`src/rtl/spi_master_ctrl.sv`:
```
// SPI master transaction controller, CPOL=0, LSB first.
// Generates sclk, cs_n and mosi for one DATA_WIDTH-bit word per start and
// drives the enable of the downstream receive shift register, which samples
// on the falling edge of sclk.
module spi_master_ctrl #(
  parameter int CLK_DIV    = 4,
  parameter int DATA_WIDTH = 8
) (
  input  logic                  clk,
  input  logic                  rst,
  input  logic                  start,
  input  logic [DATA_WIDTH-1:0] tx_data,
  output logic                  busy,
  output logic                  done,
  output logic                  sclk,
  output logic                  mosi,
  output logic                  cs_n,
  output logic                  rx_en
);

  localparam int BIT_W = $clog2(DATA_WIDTH) + 1;
  localparam int DIV_W = $clog2(CLK_DIV) + 1;
  localparam logic [DIV_W-1:0] DIV_LAST = DIV_W'(CLK_DIV - 1);
  localparam logic [BIT_W-1:0] BIT_LAST = BIT_W'(DATA_WIDTH - 1);

  typedef enum logic [1:0] {
    IDLE,
    SETUP,
    TRANSFER,
    HOLD
  } state_t;

  state_t                state, state_d;
  logic [DIV_W-1:0]      div_cnt, div_cnt_d;
  logic [BIT_W-1:0]      bit_cnt, bit_cnt_d;
  logic [DATA_WIDTH-1:0] tx_shreg, tx_shreg_d;
  logic [DATA_WIDTH-1:0] tx_shifted;
  logic                  sclk_d, mosi_d, cs_n_d, busy_d, done_d, rx_en_d;
  logic                  tick;

  // A tick marks the end of one sclk half-period; the divider is parked in IDLE.
  assign tick       = (state != IDLE) && (div_cnt == DIV_LAST);
  assign tx_shifted = tx_shreg >> bit_cnt;

  // Next-state and next-output logic; every register holds unless changed below.
  always_comb begin
    state_d    = state;
    div_cnt_d  = '0;
    bit_cnt_d  = bit_cnt;
    tx_shreg_d = tx_shreg;
    sclk_d     = sclk;
    mosi_d     = mosi;
    cs_n_d     = cs_n;
    busy_d     = busy;
    done_d     = 1'b0;
    rx_en_d    = rx_en;

    if (state != IDLE) begin
      div_cnt_d = tick ? '0 : div_cnt + 1'b1;
    end

    case (state)
      IDLE: begin
        if (start) begin
          tx_shreg_d = tx_data;
          cs_n_d     = 1'b0;
          busy_d     = 1'b1;
          rx_en_d    = 1'b1;
          mosi_d     = tx_data[0];
          bit_cnt_d  = '0;
          state_d    = SETUP;
        end
      end
      SETUP: begin
        if (tick) begin
          sclk_d  = 1'b1;
          mosi_d  = tx_shreg[0];
          state_d = TRANSFER;
        end
      end
      TRANSFER: begin
        if (tick) begin
          if (!sclk) begin
            sclk_d = 1'b1;
            mosi_d = tx_shifted[0];
          end else begin
            sclk_d = 1'b0;
            if (bit_cnt == BIT_LAST) begin
              bit_cnt_d = '0;
              state_d   = HOLD;
            end else begin
              bit_cnt_d = bit_cnt + 1'b1;
            end
          end
        end
      end
      HOLD: begin
        sclk_d = 1'b0;
        if (tick) begin
          cs_n_d  = 1'b1;
          rx_en_d = 1'b0;
          busy_d  = 1'b0;
          mosi_d  = 1'b0;
          done_d  = 1'b1;
          state_d = IDLE;
        end
      end
      default: begin
        state_d = IDLE;
      end
    endcase
  end

  // State, counters and all outputs are registered; reset aborts any transfer.
  always_ff @(posedge clk or posedge rst) begin
    if (rst) begin
      state    <= IDLE;
      div_cnt  <= '0;
      bit_cnt  <= '0;
      tx_shreg <= '0;
      sclk     <= 1'b0;
      mosi     <= 1'b0;
      cs_n     <= 1'b1;
      busy     <= 1'b0;
      done     <= 1'b0;
      rx_en    <= 1'b0;
    end else begin
      state    <= state_d;
      div_cnt  <= div_cnt_d;
      bit_cnt  <= bit_cnt_d;
      tx_shreg <= tx_shreg_d;
      sclk     <= sclk_d;
      mosi     <= mosi_d;
      cs_n     <= cs_n_d;
      busy     <= busy_d;
      done     <= done_d;
      rx_en    <= rx_en_d;
    end
  end

endmodule

```
`config.mk`:
```
export PLATFORM = sky130hd
export DESIGN_NAME = spi_master_ctrl
export DESIGN_NICKNAME = d
export VERILOG_FILES = /design/src/rtl/spi_master_ctrl.sv
export SDC_FILE = /design/constraint.sdc
export NUM_CORES = 1
export LEC_CHECK = 0
export ABC_AREA = 1
export CAP_MARGIN = 20
export CORE_MARGIN = 5
export CORE_UTILIZATION = 40
export CTS_CLUSTER_SIZE = 10
export DETAILED_ROUTE_END_ITERATION = 12
export RECOVER_POWER = 100
export SYNTH_ARGS = -nofsm -noshare
export SYNTH_HDL_FRONTEND = slang
export SYNTH_SLANG_ARGS = --single-unit
```
`constraint.sdc`:
```
create_clock -name clk -period 3.3 [get_ports clk]
set_input_delay 0.66 -clock clk [delete_from_list [all_inputs] [get_ports clk]]
set_output_delay 0.66 -clock clk [all_outputs]
set_load 0.03 [all_outputs]
```
==> reports/qor.yml, run 1 <==
sta:
  tns_ns: 0
  period_needed_ns: 2.237
  maxSlewHeadroom: 0.4462
  fmax_ghz: 0.4471
  rsz0062_at_grt: "no"
  fin_worst_skew_ns: 0.007397
  setup_ws_ns: 1.063
  tightest_slew_ns: 0.8298
  finalCritPeriodShare: 0.6778
  finalSetupViolCount: 0
  finalHoldViolations: 0
  drv_slew: 0
power_and_ir_drop:
  vdd_drop_max_v: 0.0005456
  p_sw_mw: 0.5049
  power_mw: 1.160
  p_clk_frac: 0.129
  p_int_mw: 0.6553
  powerDensity_nw_per_um2: 816.3
  p_sw_frac: 0.4352
  seqPwrFrac: 0.371
  leakagePower_nw: 0.6936
  comb_power_share: 0.500
cells_and_area:
  design_area_um2: 1421
  area_growth_pct: 12.92
  nNetsFinal: 181
  drive_above_1_share: 0.08642
  n_antenna_cell: 0
  stdcell_count: 206
placement:
  dp_slack_ns: 1.296
  place_congestion: 0.8243
  placed_area_um2: 1444
  dp.cells: 202
  place_hpwl_mm: 1.737
  io_buffers: 16
clock_tree:
  postCtsSetupBuffers: 0
  ctsResizeCount: 0
  cts_root_buf: "clkbuf_4"
  cts_buffers: 3
  clk-insertion-delay-late_ns: 0.31
  cts.clk_slew.worst_paths_ns: 0.12
  htree_levels: 1
  cts_sinks: 22
  tritoncts: "yes"
  ctsHoldBuffers: 0
  cts.path.max_buffers: 2
status:
  status: "finished, final reports clean"
worst_setup_path:
  path_class: "register to primary output"
  crit_family: "buffers and inverters"
  cp-end-kind: "primary output"
  worst-path-buf-inv: 1
  required_ns: 2.64
  cp.arrival_ns: 1.58
  critPathMaxStageDelay_ns: 0.73
  critPathLaunchType: "register"
  cp_max_fo: 2
  path_cells: "dlygate4sd3_1"
  slowest_stage: "dlygate4sd3_1"
routing:
  post-route-drc-count: 0
  via_per_inst: 4.641
  ant_nets: 0
  routed_wl_mm: 2.273
  drtIter0Drc: 31
  first_pass_iters: 4
  vias: 956
  drt-wirelength-per-cell_um: 11.03
die:
  pin_count: 17
  rows: 20
  die_y_um: 66.10
  dieArea_um2: 4369
  coreArea_um2: 3028
  initial_utilization: 0.4157
  die_w_um: 66.10
yosys:
  postSynthAreaPerCell_um2: 8.681
  yosys-top-cells-area: "dfrtp_1 (42%), nand2_1 (8.6%), ha_1 (7.0%), inv_1 (6.9%), nor2_1 (4.8%)"
  synth-edff-count: 0
  seq_area_frac_synth: 0.4384
  ys_seq_elements: 22
  ys_top_cells_by_count: "nand2_1 (29), inv_1 (23), dfrtp_1 (21)"
  postSynth.asyncResetShare: 1.000
  synth_cell_types: 27
  synth.most_common_cell: "nand2_1"
  yosysWarnings: 0
  syn_nets: 163
  yosys.area.top_type_share: 0.4175
  synthFlopType: "dfrtp_1"
  netlist_area_um2: 1259
  synth_cells: 145
  yosysTopAreaCell: "dfrtp_1"
global_routing:
  grt_pass1_vias: 968
  grt_pass1_wl_mm: 3.981
  antenna_found_initial: 0
  gr-total-overflow: 0
  grt_start_max_net_pins: 23
  grt_usage: 0.1174
worst_hold_path:
  hold_path.class: "register to register"
flow_run:
  maxCapViolCount: 0
-- kinds of logic after synthesis --
group,Yosys count,synth area share
AOI/OAI and AO/OA,23,0.1193
muxes,4,0.04175
and+or+nand+nor,61,0.2306
buffers and inverters,28,0.1004
DFF,22,0.4384
adders and majority gates,7,0.06958
-- cell usage in the layout, fill, tap and decap left out --
master	count
nand4_1	2
clkinvlp_2	1
o21ai_1	4
ha_1	7
inv_1	24
o211ai_1	1
clkbuf_4	3
nand2_2	2
nand2_1	29
clkdlybuf4s50_1	9
mux2_2	2
dlygate4sd3_1	7
nand3_1	8
o21a_1	2
nor2_1	17
nor2_4	1
a21oi_1	8
or2_2	1
dfstp_2	1
nor3_1	1
o21ai_0	6
o21ai_2	2
clkbuf_8	1
dfrtp_1	21
mux2_1	2
-- sequential cells by signal (all words and copies together), names as in the netlist --
name / count
sclk: 1
tx_shreg: 8
cs_n: 1
mosi: 1
rx_en: 1
bit_cnt: 4
state: 2
div_cnt: 3
done: 1
-- stage by stage --
stage            util  hold WS (ns)
2_1_floorplan       -        0.4797
3_3_place_gp   0.4769        0.4691
3_5_place_dp   0.4769        0.4715
4_1_cts        0.4888        0.5017
5_1_grt        0.4694        0.5164
6_report       0.4694        0.4898
-- power by group through the flow --
stage / registers [mW] / clock network [mW] / logic (mW)
global route: 0.444 / 0.165 / 0.671
floorplan: 0.457 / 0 / 0.519
CTS: 0.433 / 0.155 / 0.672
detailed placement: 0.439 / 0 / 0.670
finish: 0.430 / 0.150 / 0.581
global placement: 0.437 / 0 / 0.655
-- layout make-up --
type                            instances  area (µm²)
Clock buffer                            4       36.28
Fill cell                             337        1607
Inverter                               25       95.09
Multi-Input combinational cell         95       523.0
Sequential cell                        22       551.8
Tap cell                               44       55.05
Timing Repair Buffer                   16       160.2
-- layer usage --
metal / track usage / routed length [µm] / vias to the layer above
met5: 0 / 0 / -
met2: 0.2156 / 1173 / 15
met4: 0.02284 / 16 / 0
met3: 0.03741 / 87 / 2
met1: 0.1316 / 996 / 452
li1: - / - / 487
-- final timing paths --
kind	slack (ns)	start	cells after the start	end
setup / recovery	1.06	cs_n$_DFFE_PP1P_	1	cs_n
hold / removal	0.49	mosi$_DFFE_PP0P_	2	mosi$_DFFE_PP0P_
setup reg to reg	1.26	state[1]$_DFFE_PP0P_	9	bit_cnt[2]$_DFFE_PP0P_
hold reg to reg	0.49	mosi$_DFFE_PP0P_	2	mosi$_DFFE_PP0P_
max in group asynchronous	1.85	rst	2	sclk$_DFFE_PP0P_
min in group asynchronous	0.94	rst	2	tx_shreg[3]$_DFFE_PP0P_
No activity file was read; power rests on OpenSTA's default activity.
==> run 2, diff against run 1 <==
==> constraint.sdc (replaced) <==
create_clock -name clk -period 1.9 [get_ports clk]
set_input_delay 0.38 -clock clk [delete_from_list [all_inputs] [get_ports clk]]
set_output_delay 0.38 -clock clk [all_outputs]
set_load 0.03 [all_outputs]
==> run 2 against run 1 <==
- sequential power rose by 75%
- final cell count is 0.97% higher
- count of clock-buffer cells in the layout stayed put
- largest cell class is now multi-input gates
- critical endpoint is now mosi
- largest power group unchanged
- via count grew 0.52%
==> reports/qor.yml, run 2 (synthesis results as in run 1) <==
power_and_ir_drop:
  p_sw_frac: 0.4437  # was 0.4352
  p_clk_frac: 0.122  # was 0.129
  comb_power_share: 0.528  # was 0.500
  powerDensity_nw_per_um2: 1454  # was 816.3 nW/µm²
  p_int_mw: 1.197  # was 0.6553 mW
  leakagePower_nw: 0.7265  # was 0.6936 nW
  seqPwrFrac: 0.349  # was 0.371
  p_sw_mw: 0.9548  # was 0.5049 mW
  vdd_drop_max_v: 0.0006364  # was 0.0005456 V
sta:
  finalHoldViolations: 0  # unchanged
  rsz0062_at_grt: "no"  # unchanged
  drv_slew: 0  # unchanged
  finalSetupViolCount: 0  # unchanged
  period_needed_ns: 1.786
  setup_ws_ns: 0.1141  # was 1.063 ns
  maxSlewHeadroom: 0.2317  # was 0.4462
  tns_ns: 0  # unchanged
  fin_worst_skew_ns: 0.001283  # was 0.007397 ns
  fmax_ghz: 0.5599
  tightest_slew_ns: 1.152  # was 0.8298 ns
  finalCritPeriodShare: 0.9399
clock_tree:
  cts_buffers: 3  # unchanged
  cts.clk_slew.worst_paths_ns: 0.12  # about the same
  ctsHoldBuffers: 0  # unchanged
  clk-insertion-delay-late_ns: 0.31  # about the same
  cts_sinks: 22  # unchanged
  cts_root_buf: "clkbuf_4"  # unchanged
  tritoncts: "yes"  # unchanged
  htree_levels: 1  # unchanged
  cts.path.max_buffers: 2  # unchanged
worst_hold_path:
  hold_path.class: "register to register"  # unchanged
  holdCritStartpoint: "mosi$_DFFE_PP0P_"  # unchanged
die:
  coreArea_um2: 3028  # unchanged
  initial_utilization: 0.4157  # unchanged
  pin_count: 17  # unchanged
  die_y_um: 66.10  # unchanged
  dieArea_um2: 4369  # unchanged
  die_w_um: 66.10  # unchanged
  rows: 20  # unchanged
placement:
  dp_slack_ns: 0.1696  # was 1.296 ns
  place_congestion: 0.8317  # was 0.8243
  place_hpwl_mm: 1.816  # was 1.737 mm
  io_buffers: 16  # unchanged
flow_run:
  maxCapViolCount: 0  # unchanged
worst_setup_path:
  cp-end-kind: "primary output"  # unchanged
  critPathMaxStageDelay_ns: 0.74  # was 0.73 ns
  path_class: "register to primary output"  # unchanged
  critPathLaunchType: "register"  # unchanged
  worst-path-buf-inv: 1  # unchanged
  crit_start: "mosi$_DFFE_PP0P_"  # was cs_n$_DFFE_PP1P_
  crit_family: "buffers and inverters"  # unchanged
  cp.arrival_ns: 1.41  # was 1.58 ns
  timing.rr.start: "state[0]$_DFFE_PP0P_"  # was state[1]$_DFFE_PP0P_
  cp_max_fo: 2  # unchanged
  required_ns: 1.52  # was 2.64 ns
  slowest_stage: "dlygate4sd3_1"  # unchanged
  path_cells: "dlygate4sd3_1"  # unchanged
cells_and_area:
  area_growth_pct: 17.59  # was 12.92%
  drive_above_1_share: 0.1280  # was 0.08642
  layout_common_cells: "nand2_1 (30), inv_1 (24), dfrtp_1 (21), nor2_1 (16), clkdlybuf4s50_1 (13)"  # was nand2_1 (29), inv_1 (24), dfrtp_1 (21), nor2_1 (17), clkdlybuf4s50_1 (9)
  reg.largest.list: "tx_shreg: 8 flops, bit_cnt: 4 flops, div_cnt: 3 flops"  # unchanged
  largest_reg_flops: 8  # unchanged
  n_antenna_cell: 0  # unchanged
  regMostFlops: "tx_shreg"  # unchanged
  post-route-util: 0.4888  # was 0.4694
  nNetsFinal: 183  # was 181
  fillers: 297  # was 337
  layout_commonest_cell: "nand2_1"  # unchanged
status:
  status: "finished, final reports clean"  # unchanged
global_routing:
  antenna_found_initial: 0  # unchanged
  gr-total-overflow: 0  # unchanged
  grt_pass1_wl_mm: 4.112  # was 3.981 mm
  grt_pass1_vias: 988  # was 968
  grt_usage: 0.1223  # was 0.1174
  grt_start_max_net_pins: 23  # unchanged
routing:
  drt-wirelength-per-cell_um: 10.98  # was 11.03 µm
  drtIter0Drc: 26  # was 31
  first_pass_iters: 4  # unchanged
  vias: 961  # was 956
  via_per_inst: 4.620  # was 4.641
  post-route-drc-count: 0  # unchanged
  routed_wl_mm: 2.284  # was 2.273 mm
  ant_nets: 0  # unchanged
run 2: changes by cell type in the layout (fill, tap and decap cells not counted), moves of 2 or more:
cell / delta
clkdlybuf4s50_1: +4
dlygate4sd3_1: -5
nand3_1: -3
nand3_2: +2
run 2: per-stage QoR:
stage | hold slack, ns | instance area [µm²] | std cells | power (mW)
after detailed placement | 0.4760 | 1459 | 204 | 1.951
final | 0.4898 | 1480 | 208 | 2.152
after global routing | 0.5376 | 1480 | 208 | 2.356
after floorplan | 0.3685 | 1259 | 145 | 1.696
after global placement | 0.4664 | 1459 | 204 | 1.911
after CTS | 0.4034 | 1494 | 208 | 2.213
run 2: path summary, 6_finish.rpt:
check	to	slack, ns	cells past startpoint
setup / recovery	mosi	0.11	1
hold / removal	mosi$_DFFE_PP0P_	0.49	2
setup reg to reg	state[0]$_DFFE_PP0P_	0.18	8
hold reg to reg	mosi$_DFFE_PP0P_	0.49	2
max in group asynchronous	mosi$_DFFE_PP0P_	0.49	3
min in group asynchronous	div_cnt[0]$_DFF_PP0_	0.73	3
run 2: final cells by class:
| cell class | count | area [µm²] | share of cell area |
|---|---|---|---|
| Clock buffer | 4 | 36.28 | 0.02451 |
| Inverter | 25 | 96.34 | 0.06509 |
| Multi-Input combinational cell | 95 | 570.5 | 0.3855 |
| Sequential cell | 22 | 551.8 | 0.3728 |
| Tap cell | 44 | 55.05 | 0.03719 |
| Timing Repair Buffer | 18 | 170.2 | 0.1150 |
run 2: metal layers:
| layer | routed length (µm) | GRT usage |
|---|---|---|
| met1 | 999 | 0.1357 |
| met2 | 1208 | 0.2243 |
| met3 | 60 | 0.03741 |
| met4 | 16 | 0.03046 |
| met5 | 0 | 0 |
run 2: timing repair:
action                                  4_1_cts  5_1_grt
resized for setup                             1        0
setup buffers                                 0        0
endpoints found under the setup margin        1        0
run 2: power groups by stage:
| stage | Sequential (mW) | Combinational (mW) | Clock (mW) |
|---|---|---|---|
| 3_5_place_dp | 0.765 | 1.19 | 0 |
| 6_report | 0.752 | 1.14 | 0.263 |
| 4_1_cts | 0.754 | 1.19 | 0.271 |
| 2_1_floorplan | 0.794 | 0.902 | 0 |
| 3_3_place_gp | 0.757 | 1.15 | 0 |
| 5_1_grt | 0.774 | 1.29 | 0.291 |
==> run 3, diff against run 2 <==
--- a/config.mk
+++ b/config.mk
@@ -8,7 +8,7 @@
 export ABC_AREA = 1
 export CAP_MARGIN = 20
 export CORE_MARGIN = 5
-export CORE_UTILIZATION = 40
+export CORE_UTILIZATION = 38
 export CTS_CLUSTER_SIZE = 10
 export DETAILED_ROUTE_END_ITERATION = 12
 export RECOVER_POWER = 100
==> run 3 against run 2 <==
- sequential cell count is the same
- sequential share of layout area down 0.37 points
- routed wire length up 0.61%
- largest power group unchanged
- power up 4.5%
==> reports/qor.yml, run 3 (synthesis results as in run 1) <==
flow_run:
  maxCapViolCount: 0  # unchanged
routing:
  post-route-drc-count: 0  # unchanged
  routed_wl_mm: 2.298  # was 2.284 mm
  top_layer: "met4"  # unchanged
  routed-wl-met2_mm: 1.066  # was 1.208 mm
  ant_nets: 0  # unchanged
  drt-wirelength-per-cell_um: 11.05  # was 10.98 µm
  drtIter0Drc: 39  # was 26
  via_per_inst: 4.553  # was 4.620
  vias: 947  # was 961
  dr_wl_met3_um: 38  # was 60 µm
  first_pass_iters: 4  # unchanged
  met1_length_mm: 1.165  # was 999 µm
clock_tree:
  cts_root_buf: "clkbuf_4"  # unchanged
  clk-insertion-delay-late_ns: 0.30  # was 0.31 ns
  htree_levels: 1  # unchanged
  tritoncts: "yes"  # unchanged
  cts.path.max_buffers: 2  # unchanged
  cts.clk_slew.worst_paths_ns: 0.12  # about the same
  cts_buffers: 3  # unchanged
  cts_sinks: 22  # unchanged
global_routing:
  grt_usage: 0.1173  # was 0.1223
  grt_start_max_net_pins: 14  # was 23
  grt_pass1_wl_mm: 4.064  # was 4.112 mm
  gr-total-overflow: 0  # unchanged
  antenna_found_initial: 0  # unchanged
  grt_pass1_vias: 938  # was 988
worst_setup_path:
  cp.arrival_ns: 1.41  # about the same
  critPathLaunchType: "register"  # unchanged
  reg2reg_depth: 9  # was 8
  path_cells: "dlygate4sd3_1"  # unchanged
  cp-end-kind: "primary output"  # unchanged
  crit_start: "mosi$_DFFE_PP0P_"  # unchanged
  required_ns: 1.52  # about the same
  setup.worst_path.end: "mosi"  # unchanged
  path_class: "register to primary output"  # unchanged
  reg2reg_to: "bit_cnt[2]$_DFFE_PP0P_"  # was state[0]$_DFFE_PP0P_
  crit_cells: 1  # unchanged
  critPathMaxStageDelay_ns: 0.75  # was 0.74 ns
  worst-path-buf-inv: 1  # unchanged
  timing.rr.start: "state[0]$_DFFE_PP0P_"  # unchanged
  slowest_stage: "dlygate4sd3_1"  # unchanged
  cp_max_fo: 2  # unchanged
  crit_family: "buffers and inverters"  # unchanged
  r2r_slack_ns: 0.20  # was 0.18 ns
sta:
  tightest_slew_ns: 0.6429  # was 1.152 ns
  finalHoldViolations: 0  # unchanged
  drv_slew: 0  # unchanged
  finalCritPeriodShare: 0.9427  # was 0.9399
  maxSlewHeadroom: 0.5714  # was 0.2317
  finalSetupViolCount: 0  # unchanged
  fmax_ghz: 0.5583  # was 0.5599 GHz
  rsz0062_at_grt: "no"  # unchanged
  tns_ns: 0  # unchanged
  period_needed_ns: 1.791  # was 1.786 ns
  fin_worst_skew_ns: 0.001573  # was 0.001283 ns
die:
  coreArea_um2: 3103  # was 3028 µm²
  dieArea_um2: 4564  # was 4369 µm²
  die_y_um: 67.56  # was 66.10 µm
  pin_count: 17  # unchanged
  rows: 20  # unchanged
  initial_utilization: 0.4056  # was 0.4157
  die_w_um: 67.56  # was 66.10 µm
cells_and_area:
  fillers: 328  # was 297
  layout_commonest_cell: "nand2_1"  # unchanged
  design_area_um2: 1495  # was 1480 µm²
  largest_reg_flops: 8  # unchanged
  n_antenna_cell: 0  # unchanged
  post-route-util: 0.4819  # was 0.4888
  drive_above_1_share: 0.1280  # unchanged
  reg.largest.list: "tx_shreg: 8 flops, bit_cnt: 4 flops, div_cnt: 3 flops"  # unchanged
  area_growth_pct: 18.79  # was 17.59%
  regMostFlops: "tx_shreg"  # unchanged
  nNetsFinal: 183  # unchanged
  stdcell_count: 208  # unchanged
  layout_common_cells: "nand2_1 (29), inv_1 (24), dfrtp_1 (21), nor2_1 (16), clkdlybuf4s50_1 (12)"  # was nand2_1 (30), inv_1 (24), dfrtp_1 (21), nor2_1 (16), clkdlybuf4s50_1 (13)
power_and_ir_drop:
  p_clk_frac: 0.157  # was 0.122
  p_sw_frac: 0.4230  # was 0.4437
  comb_power_share: 0.510  # was 0.528
  p_int_mw: 1.297  # was 1.197 mW
  p_sw_mw: 0.9513  # was 0.9548 mW
  seqPwrFrac: 0.333  # was 0.349
  powerDensity_nw_per_um2: 1504  # was 1454 nW/µm²
  power_mw: 2.249  # was 2.152 mW
  leakagePower_nw: 0.7315  # was 0.7265 nW
  vdd_drop_max_v: 0.0006713  # was 0.0006364 V
placement:
  place_congestion: 0.8356  # was 0.8317
  placed_area_um2: 1459  # unchanged
  io_buffers: 16  # unchanged
  place_hpwl_mm: 1.918  # was 1.816 mm
  dp.cells: 204  # unchanged
worst_hold_path:
  hold_path.class: "primary input to async pin"  # was register to register
status:
  status: "finished, final reports clean"  # unchanged
-- run 3: cell type report --
cell class / instances / area, µm² / share of cell area
Timing Repair Buffer: 18 / 170.2 / 0.1138
Clock inverter: 1 / 30.03 / 0.02008
Sequential cell: 22 / 551.8 / 0.3690
Tap cell: 44 / 55.05 / 0.03682
Clock buffer: 3 / 22.52 / 0.01506
Inverter: 25 / 96.34 / 0.06444
Multi-Input combinational cell: 95 / 569.3 / 0.3808
-- run 3: routing by layer --
| layer | track usage | up-vias |
|---|---|---|
| met1 | 0.1573 | 442 |
| met3 | 0.02496 | 4 |
| met2 | 0.1871 | 6 |
| met5 | 0 | - |
| li1 | - | 495 |
| met4 | 0.03797 | 0 |
-- run 3: through the flow --
stage	hold slack [ns]	setup slack [ns]
after floorplan	0.3685	0.4768
after global placement	0.4649	0.1945
after detailed placement	0.4686	0.1407
after CTS	0.3680	0.09928
after global routing	0.5177	0.04478
final	0.4893	0.1090
-- run 3: worst min-delay path by stage --
stage	from	to	cells past startpoint
floorplan	rst	bit_cnt[0]$_DFFE_PP0P_	1
global placement	mosi$_DFFE_PP0P_	mosi$_DFFE_PP0P_	2
detailed placement	mosi$_DFFE_PP0P_	mosi$_DFFE_PP0P_	2
CTS	rst	done$_DFF_PP0_	2
global route	cs_n$_DFFE_PP1P_	cs_n$_DFFE_PP1P_	2
finish	rst	rx_en$_DFFE_PP0P_	2
-- run 3: power by group through the flow --
stage               Clock, mW  Sequential (mW)  Combinational, mW
finish                  0.354            0.748               1.15
global placement            0            0.756               1.16
detailed placement          0            0.763               1.20
CTS                     0.367            0.753               1.20
global route            0.385            0.774               1.31
floorplan                   0            0.794              0.902
-- run 3: timing repair --
item | in CTS | in global routing
setup endpoints to repair | 1 | 0
buffers inserted | 0 | 0
gates resized for setup | 1 | 0
hold buffers | 0 | 0
